`config.mk`:
```
export PLATFORM = sky130hd
export DESIGN_NAME = led_pwm_driver
export DESIGN_NICKNAME = d
export VERILOG_FILES = /design/src/rtl/led_pkg.sv /design/src/rtl/pwm_timebase.sv /design/src/rtl/led_pwm_driver.sv
export SDC_FILE = /design/constraint.sdc
export NUM_CORES = 1
export LEC_CHECK = 0
export ABC_CLOCK_PERIOD_IN_PS = 3800
export CORE_ASPECT_RATIO = 0.9
export CORE_UTILIZATION = 58
export DETAILED_ROUTE_END_ITERATION = 16
export PLACE_DENSITY = 0.95
export SYNTH_ARGS = -nofsm -noshare
export SYNTH_HDL_FRONTEND = slang
export SYNTH_SLANG_ARGS = --single-unit
export TNS_END_PERCENT = 1
```
`constraint.sdc`:
```
create_clock -name ipClk -period 3.8 [get_ports ipClk]
set_input_delay 0.95 -clock ipClk [delete_from_list [all_inputs] [get_ports ipClk]]
set_output_delay 0.95 -clock ipClk [all_outputs]
set_load 0.02 [all_outputs]
```
`src/rtl/led_pkg.sv`:
```
`default_nettype none
// +----------------------------------------------------------------------------+
// | Module  : led_pkg                                                          |
// | Brief   : Shared sizing constants for the LED counter / PWM driver path.   |
// | Rev     : 1.0  initial release                                             |
// +----------------------------------------------------------------------------+
package led_pkg;
    localparam int LED_COUNT_DEF = 8;
    localparam int PWM_BITS_DEF  = 8;
    localparam int PWM_MAX       = (1 << PWM_BITS_DEF) - 1;
endpackage
`default_nettype wire

```
`src/rtl/pwm_timebase.sv`:
```
`default_nettype none
// +----------------------------------------------------------------------------+
// | Module  : pwm_timebase                                                     |
// | Brief   : Prescaler plus PWM step counter; flags step ticks and the last   |
// |           step of each PWM period.                                         |
// | Rev     : 1.0  initial release                                             |
// +----------------------------------------------------------------------------+
module pwm_timebase #(
    parameter int PRESCALE = 195,
    parameter int PWM_BITS = 8
) (
    input  logic                clk,
    input  logic                rst,
    output logic [PWM_BITS-1:0] o_pwm_count,
    output logic                o_tick,
    output logic                o_boundary
);
    // Keep the prescaler at least one bit wide so PRESCALE=1 still elaborates.
    localparam int PS_W = (PRESCALE > 1) ? $clog2(PRESCALE) : 1;
    localparam logic [PS_W-1:0]     c_ps_last  = PS_W'(PRESCALE - 1);
    localparam logic [PWM_BITS-1:0] c_pwm_last = '1;

    logic [PS_W-1:0]     prescaler_q, prescaler_d;
    logic [PWM_BITS-1:0] pwm_count_q, pwm_count_d;
    logic                w_tick;

    assign w_tick = (prescaler_q == c_ps_last);

    always_comb begin
        prescaler_d = w_tick ? '0 : prescaler_q + 1'b1;
        pwm_count_d = w_tick ? pwm_count_q + 1'b1 : pwm_count_q;
    end

    always_ff @(posedge clk) begin
        if (rst) begin
            prescaler_q <= '0;
            pwm_count_q <= '0;
        end else begin
            prescaler_q <= prescaler_d;
            pwm_count_q <= pwm_count_d;
        end
    end

    assign o_pwm_count = pwm_count_q;
    assign o_tick      = w_tick;
    assign o_boundary  = w_tick && (pwm_count_q == c_pwm_last);
endmodule
`default_nettype wire

```
`src/rtl/led_pwm_driver.sv`:
```
`default_nettype none
// +----------------------------------------------------------------------------+
// | Module  : led_pwm_driver                                                   |
// | Brief   : Holds the LED pattern and drives it through a global PWM dimmer; |
// |           pattern and brightness change only at PWM period boundaries.     |
// | Rev     : 1.0  initial release                                             |
// +----------------------------------------------------------------------------+
module led_pwm_driver
    import led_pkg::*;
#(
    parameter int PRESCALE  = 195,
    parameter int LED_COUNT = LED_COUNT_DEF,
    parameter int PWM_BITS  = PWM_BITS_DEF
) (
    input  logic                 ipClk,
    input  logic                 ipReset,
    input  logic [LED_COUNT-1:0] ipValue,
    input  logic                 ipValid,
    input  logic [PWM_BITS-1:0]  ipBrightness,
    output logic [LED_COUNT-1:0] opLED,
    output logic                 opPeriodStart
);
    localparam logic [PWM_BITS-1:0] c_pwm_full = '1;

    logic [PWM_BITS-1:0]  w_pwm_count;
    logic                 w_tick;
    logic                 w_boundary;
    logic                 w_on;
    logic                 w_unused_tick;

    logic [LED_COUNT-1:0] pending_q, pending_d;
    logic [LED_COUNT-1:0] shadow_value_q, shadow_value_d;
    logic [PWM_BITS-1:0]  shadow_bright_q, shadow_bright_d;
    logic [LED_COUNT-1:0] led_q, led_d;
    logic                 period_start_q, period_start_d;

    pwm_timebase #(
        .PRESCALE (PRESCALE),
        .PWM_BITS (PWM_BITS)
    ) u_timebase (
        .clk         (ipClk),
        .rst         (ipReset),
        .o_pwm_count (w_pwm_count),
        .o_tick      (w_tick),
        .o_boundary  (w_boundary)
    );

    // The raw step tick is exported by the timebase for other consumers only.
    assign w_unused_tick = w_tick;

    // Full brightness is forced on so there is no single dark step per period.
    assign w_on = (shadow_bright_q == c_pwm_full) || (w_pwm_count < shadow_bright_q);

    always_comb begin
        pending_d       = ipValid ? ipValue : pending_q;
        shadow_value_d  = shadow_value_q;
        shadow_bright_d = shadow_bright_q;
        if (w_boundary) begin
            shadow_value_d  = ipValid ? ipValue : pending_q;
            shadow_bright_d = ipBrightness;
        end
        led_d          = w_on ? shadow_value_q : '0;
        period_start_d = w_boundary;
    end

    always_ff @(posedge ipClk) begin
        if (ipReset) begin
            pending_q       <= '0;
            shadow_value_q  <= '0;
            shadow_bright_q <= '0;
            led_q           <= '0;
            period_start_q  <= 1'b0;
        end else begin
            pending_q       <= pending_d;
            shadow_value_q  <= shadow_value_d;
            shadow_bright_q <= shadow_bright_d;
            led_q           <= led_d;
            period_start_q  <= period_start_d;
        end
    end

    assign opLED         = led_q;
    assign opPeriodStart = period_start_q;
endmodule
`default_nettype wire

```
---- Word-level counts from Yosys, hierarchy flattened ----
Index checks and enable logic that the tools add are counted.
storage, ports and cells
  word-level logic and storage cells ...... 19
  output and inout bits ................... 9
  flip-flop bits (word level) ............. 49
  input port bits ......................... 19
operators by class
  $lt $le $gt $ge ......................... 1
  $add $sub $neg .......................... 2
  muxes and demuxes ....................... 1
  bitwise gates (word level) .............. 1
  eq/ne operators ......................... 3
  reduce and logical (&&, ||, !) cells .... 4
operators with widths
  kind                                                            number
  8-bit equality test (second input constant)                     3
  8-bit by 1-bit adder with 8-bit output (second input constant)  2
  8-bit less-than comparator                                      1
  8-bit 2-to-1 mux                                                1
  2-bit OR reduction                                              2
  1-bit logical AND                                               1
  1-bit logical OR                                                1
  1-bit NOT                                                       1

---- Logic depth before layout (Yosys ltp) ----
Gate-level depths: netlist of run 1.
  depth after elaboration ................. 4
  gate-level depth with buffers ........... 8
  depth with buffers taken out ............ 6

---- Hierarchy ----
A second synthesis of run 1 with hierarchy kept.
second synthesis, totals
  cells, all modules ...................... 238
  area total of the unflattened synthesis .. 2175.8 µm²
modules (own cells, without submodules)
  module          cells each  sequential area each (µm²)  times used  area each (µm²)
  led_pwm_driver  150         660.6                       1           1402.6
  pwm_timebase    88          320.3                       1           773.2

---- Worst setup path after synthesis of run 1 ----
No wires, ideal clock.
  path kind ............................... input -> register
  start point ............................. in ipValid
  end point ............................... reg shadow_value_q[5]
  data arrival time ....................... 1665 ps
  setup slack ............................. 2014 ps
  stages on the path ...................... 4
  required time ........................... 3679 ps
  cell sequence ........................... buf_2 -> mux2i_1 -> nor2_1 -> mux2_4
between the ends
  cells in the longest elaborated chain, start to end .. 1
RTL lines
  element               line                  RTL
  from (decl)           led_pwm_driver.sv:18  input logic ipValid,
  8-bit 2-to-1 mux      led_pwm_driver.sv:59  shadow_value_d = ipValid ? ipValue : pending_q;
  to (signal assigned)  led_pwm_driver.sv:75  shadow_value_q <= shadow_value_d;
  to (decl)             led_pwm_driver.sv:32  logic [LED_COUNT-1:0] shadow_value_q, shadow_value_d;
Every way passes these cells.
A chain may end at the register's enable or synchronous reset.

==> run metrics, run 1 <==
WL final 3.77 mm; RSZ-0062 raised after global routing false; crit path capture shadow_value_q[4]; critical-path maximum fanout 27; vias in the first global route 1,368; grt ovf 0; Final #Nets 258; final count of negative-setup-slack endpoints 0; Final min period 2.31 ns; LEAKAGE 1.03 nW; Starting Density 60.7%; Cells after Synth 200; Via Count 1,442; gpl congestion 0.776; Power Density 356 nW/um^2; hold_buf cts 0; Area contributors post-synth dfxtp_1, mux2i_1, ha_1; die height 58.4 um; Synth area leader dfxtp_1; Avg Inst Size Synth 10.3 um^2; Setup crit end kind flip-flop; IO Port Bufs 27; Ys Warns 0; placed cell count 266; area delta synth->final 19.1%; first-pass GRT wire length 6.24 mm; Max Fclk 433 MHz; CTS tree yes; vias per cell 5.26; fin crit share 60.8%; setup bufs post-CTS 0; Initial DRC Count 64; placed instance area 2350 um^2; r2r setup slk 1.79 ns; # diodes 0; Std-Cell Rows 20; Routed wire per std cell 13.8 um; Mapped Nets 229; TNS Setup 0 ns; reg-to-reg endpoint opLED[2]; worst hold slack 0.493 ns; R2R cell count 5; CTS Buf Count 5; htree depth 2; Worst Path Required 4.00 ns; num ports 28; area of the die 3780 um^2; Worst-path clk slew 0.09 ns; Final ANT Viol Nets 0; Worst setup startpoint ipReset; largest net degree at the start of global routing 28; Seq pwr share 60.3%; Clock Sinks 49; transition time of the tightest slew-check pin 0.972 ns; Cell Count, Final, Fillers Out 274; post-layout instance area 2440 um^2; core area 3380 um^2; Internal 0.000676 W; Final Power 0.000871 W; CP startpoint kind input pin; Max Root-Sink Buffers 2; Unique masters post-synth 31; critical path data arrival time 2.51 ns; Fin. Hold Viols 0; crit path kind input pin to flip-flop; Yosys reg bits 49; die width 64.7 um; Yosys top cell area share 47.8%; Worst-Skew Late Latency 0.30 ns; clock power share 34.8%; Rel. slew slack 35.1%; post-synthesis cell area 2050 um^2; Total Routing Usage GR 22.2%; initial antenna violation count 0; Clock Tree Root clkbuf_8; # DRC 0; combinational share of power 4.9%; Max Clock Skew 0.00684 ns; switching share of power 22.3%; hpwl dp 2.67 mm; Psw 0.000195 W; 1st-pass router iterations 4; # resized after CTS 0; worst vdd ir 296 uV; worst hold path type flip-flop to flip-flop; sequential share of the synthesized area 47.8%; status completed; fraction of layout cells with a size suffix above 1 9.13%; reg2reg start shadow_bright_q[7]; number of max-cap violations 0; count of final max-slew check failures 0
-- how the worst min path moves through the flow --
stage	startpoint	endpoint	depth (start not counted)
floorplan	u_timebase.prescaler_q[0]	u_timebase.prescaler_q[0]	1
global placement	u_timebase.prescaler_q[0]	u_timebase.prescaler_q[0]	1
detailed placement	u_timebase.prescaler_q[0]	u_timebase.prescaler_q[0]	1
CTS	u_timebase.prescaler_q[0]	u_timebase.prescaler_q[0]	1
global route	u_timebase.prescaler_q[0]	u_timebase.prescaler_q[0]	1
finish	u_timebase.prescaler_q[0]	u_timebase.prescaler_q[0]	1
-- Yosys cell counts, drive strengths merged --
master / n
a2111oi: 2
a21oi: 2
a31oi: 1
and2: 2
and3: 5
and4: 1
buf: 3
clkbuf: 4
dfxtp: 49
ha: 10
inv: 9
mux2: 8
mux2i: 16
nand2: 3
nand2b: 2
nand3: 9
nand4: 9
nor2: 32
nor2b: 8
nor3: 1
nor3b: 9
nor4bb: 1
o21ai: 1
xnor2: 1
xor2: 12
-- stage by stage --
stage	utilization (%)	setup slack (ns)
CTS	72.4	1.50
global route	72.4	1.38
global placement	69.7	1.18
finish	72.4	1.49
floorplan	-	2.01
detailed placement	69.7	1.16
-- layout make-up --
type                    instances  area [um^2]
flip-flops and latches         49          981
clock buffers                   5         68.8
fillers                       259          933
clock inverters                 3         22.5
multi-input cells             135          998
repair buffers                 29          285
inverters                       9         33.8
well taps                      44         55.1
-- cell usage in the layout (no fill, tap or decap), types with 2 or more instances in the layout --
cell	netlist	routed
a21oi_1	2	2
and2_1	2	2
and3_1	5	5
buf_4	1	2
clkbuf_8	0	5
clkdlybuf4s50_1	0	27
clkinv_4	0	2
dfxtp_1	49	49
ha_1	10	10
inv_1	9	9
mux2_2	6	6
mux2_4	2	2
mux2i_1	16	16
nand2_1	3	3
nand2b_1	2	2
nand3_1	9	9
nand4_1	8	8
nor2_1	32	32
nor2b_1	8	8
nor3b_1	8	8
xor2_1	12	12
-- sequential cells by signal (all words and copies together) (netlist names) --
| register | cells |
|---|---|
| opLED | 8 |
| opPeriodStart | 1 |
| pending_q | 8 |
| shadow_bright_q | 8 |
| shadow_value_q | 8 |
| u_timebase.o_pwm_count | 8 |
| u_timebase.prescaler_q | 8 |
-- power groups by stage --
stage / sequential [W] / combinational (W) / clock [W]
global placement: 0.000537 / 0.0000419 / 0
CTS: 0.000525 / 0.0000431 / 0.000311
detailed placement: 0.000537 / 0.0000425 / 0
global route: 0.000527 / 0.0000464 / 0.000337
finish: 0.000525 / 0.0000425 / 0.000303
floorplan: 0.000536 / 0.0000196 / 0
-- layer usage --
layer,vias up,global-route usage (%),part of all wire (%)
li1,744,-,-
met1,667,25.7,46
met2,25,40.0,49
met3,6,6.98,3.4
met4,0,5.71,1.1
met5,-,0,0
-- cell families after synthesis --
logic type / count (synthesis) / synth area share [%]
flip-flops: 49 / 47.8
XOR/XNOR: 13 / 5.55
buffers and inverters: 16 / 3.54
AND/OR/NAND/NOR: 82 / 22.3
AO/OA/AOI/OAI: 6 / 2.19
adder cells (fa/ha/maj): 10 / 6.10
multiplexers: 24 / 12.6
-- critical path: stages --
cell	delay, ns
clkdlybuf4s50_1	1.07
nor2b_1	0.16
mux2_2	0.32
Power figures use the tool's default switching activity.
==> run 2, diff against run 1 <==
- ABC_CLOCK_PERIOD_IN_PS: 3800 -> 2260
- CORE_UTILIZATION: 58 -> 53
- PLACE_DENSITY: 0.95 -> 0.89
- clock period: 3.8 -> 2.26 ns (I/O delays scaled with it)
==> run metrics, run 2 (synthesized netlist as in run 1, its figures left out) <==
status completed; most frequent cells in the layout dfxtp_1, nor2_1, clkdlybuf4s50_1; die width 67.6 um (+4.5%); Starting Density 55.4% (-5.4 points); commonest non-fill, non-tap cell in the layout dfxtp_1; hpwl dp 2.63 mm (-1.4%); worst hold slack 0.492 ns (-0.000119 ns); Via Count 1,467 (+1.7%); Total Routing Usage GR 20.6% (-1.7 points); largest net degree at the start of global routing 26 (-7.1%); vias in the first global route 1,429 (+4.5%); LEAKAGE 1.06 nW (+2.7%); hold wc startpoint u_timebase.prescaler_q[0]; slowest stage delay, CP 0.76 ns (-0.31 ns); Power Density 636 nW/um^2 (+78%); Worst Path Required 2.43 ns (-1.57 ns); worst vdd ir 538 uV (+82%); CTS Buf Count 5 (unchanged); Setup crit end kind flip-flop; fin crit share 82.2%; CTS tree yes; RSZ-0062 raised after global routing false; Clock Sinks 49 (unchanged); TNS Setup 0 ns (unchanged); fraction of layout cells with a size suffix above 1 10.3% (+1.1 points); Worst-Skew Late Latency 0.31 ns (about the same); crit path kind flip-flop to flip-flop; first-pass GRT wire length 6.15 mm (-1.4%); WL final 3.77 mm (about the same); critical-path maximum fanout 8 (-70%); IO Port Bufs 27 (unchanged); Final ANT Viol Nets 0 (unchanged); Worst Path Buf+Inv 1 (unchanged); Initial DRC Count 68 (+6.3%); Std-Cell Rows 21 (+5.0%); critical path data arrival time 2.02 ns (-0.49 ns); area of the die 4130 um^2 (+9.1%); worst hold path type flip-flop to flip-flop; area taken by multi-input logic gates 998 um^2 (unchanged); Clock Tree Root clkbuf_8; Max Clock Skew 0.0116 ns (+0.00479 ns); num ports 28 (unchanged); Sequential cell area 981 um^2 (unchanged); Routed wire per std cell 13.5 um (-2.1%); 1st-pass router iterations 2 (-2); final count of negative-setup-slack endpoints 0 (unchanged); # resized after CTS 0 (unchanged); Max Root-Sink Buffers 2 (unchanged); Fin. Hold Viols 0 (unchanged); Max Fclk 538 MHz; gpl congestion 0.805 (+3.7%); hold_buf cts 0 (unchanged); CP cell instances inv_1 > ha_1 > nand4_1 > a2111oi_2 > nor3b_1; setup bufs post-CTS 0 (unchanged); Worst-path clk slew 0.09 ns (about the same); # DRC 0 (unchanged); Rel. slew slack 42.7% (+7.6 points); initial antenna violation count 0 (unchanged); Worst path slowest cell a2111oi_2; htree depth 2 (unchanged); Final min period 1.86 ns; fill count 310 (+20%); grt ovf 0 (unchanged); count of final max-slew check failures 0 (unchanged); CP top delay family compound AO/OA/AOI/OAI gates; core area 3700 um^2 (+9.7%); transition time of the tightest slew-check pin 0.857 ns (-0.114 ns); die height 61.0 um (+4.5%); vias per cell 5.24 (-0.45%); Final #Nets 262 (+1.6%); number of max-cap violations 0 (unchanged); # diodes 0 (unchanged); area delta synth->final 21.7%; CP startpoint kind flip-flop; Worst setup startpoint shadow_bright_q[7]; reg2reg start shadow_bright_q[7]
[run 2: cell count changes in the layout (fill, tap and decap cells not counted), sizes merged]
cell and change:
buf +4, clkinv -2, bufinv +1, clkbuf +1
[run 2: area by class of cell]
type,instances,share of cell area [%]
repair buffers,33,12.6
clock buffers,6,2.91
inverters,9,1.35
clock inverters,2,1.55
well taps,46,2.30
multi-input cells,135,40.0
flip-flops and latches,49,39.3
[run 2: worst reg2reg max path, cell delays in order (launching register included)]
cell	delay (ns)
dfxtp_1	0.36
inv_1	0.05
ha_1	0.33
nand4_1	0.11
a2111oi_2	0.76
nor3b_1	0.11
[run 2: path summary, 6_finish.rpt]
path	endpoint	slack [ns]	depth (start not counted)
worst max-delay path	opLED[1]	0.40	5
worst min-delay path	u_timebase.prescaler_q[0]	0.49	1
worst max register to register	opLED[1]	0.40	5
worst min register to register	u_timebase.prescaler_q[0]	0.49	1
[run 2: per-stage QoR]
step           setup WS [ns]  instance area (um^2)  power [W]  instances  utilization [%]
6_report               0.402                  2500    0.00159        280             67.4
5_1_grt                0.206                  2500    0.00164        280             67.4
4_1_cts                0.345                  2500    0.00159        280             67.4
3_5_place_dp           0.356                  2390   0.000979        272             64.4
3_3_place_gp           0.391                  2390   0.000976        272             64.4
2_1_floorplan          0.650                  2050   0.000935        200                -
[run 2: metal layers]
metal | share of wire [%] | up-vias | track usage [%] | wire, um
li1 | - | 744 | - | -
met1 | 45 | 691 | 23.1 | 1690
met2 | 49 | 24 | 36.2 | 1860
met3 | 4.0 | 8 | 5.00 | 151
met4 | 2.0 | 0 | 10.9 | 76
met5 | 0 | - | 0 | 0
[run 2: report_power, final]
group / internal (W) / total (W) / switching, W
Sequential: 0.000875 / 0.000883 / 0.00000779
Combinational: 0.0000443 / 0.0000743 / 0.0000300
Clock: 0.000332 / 0.000630 / 0.000297
Total: 0.00125 / 0.00159 / 0.000335
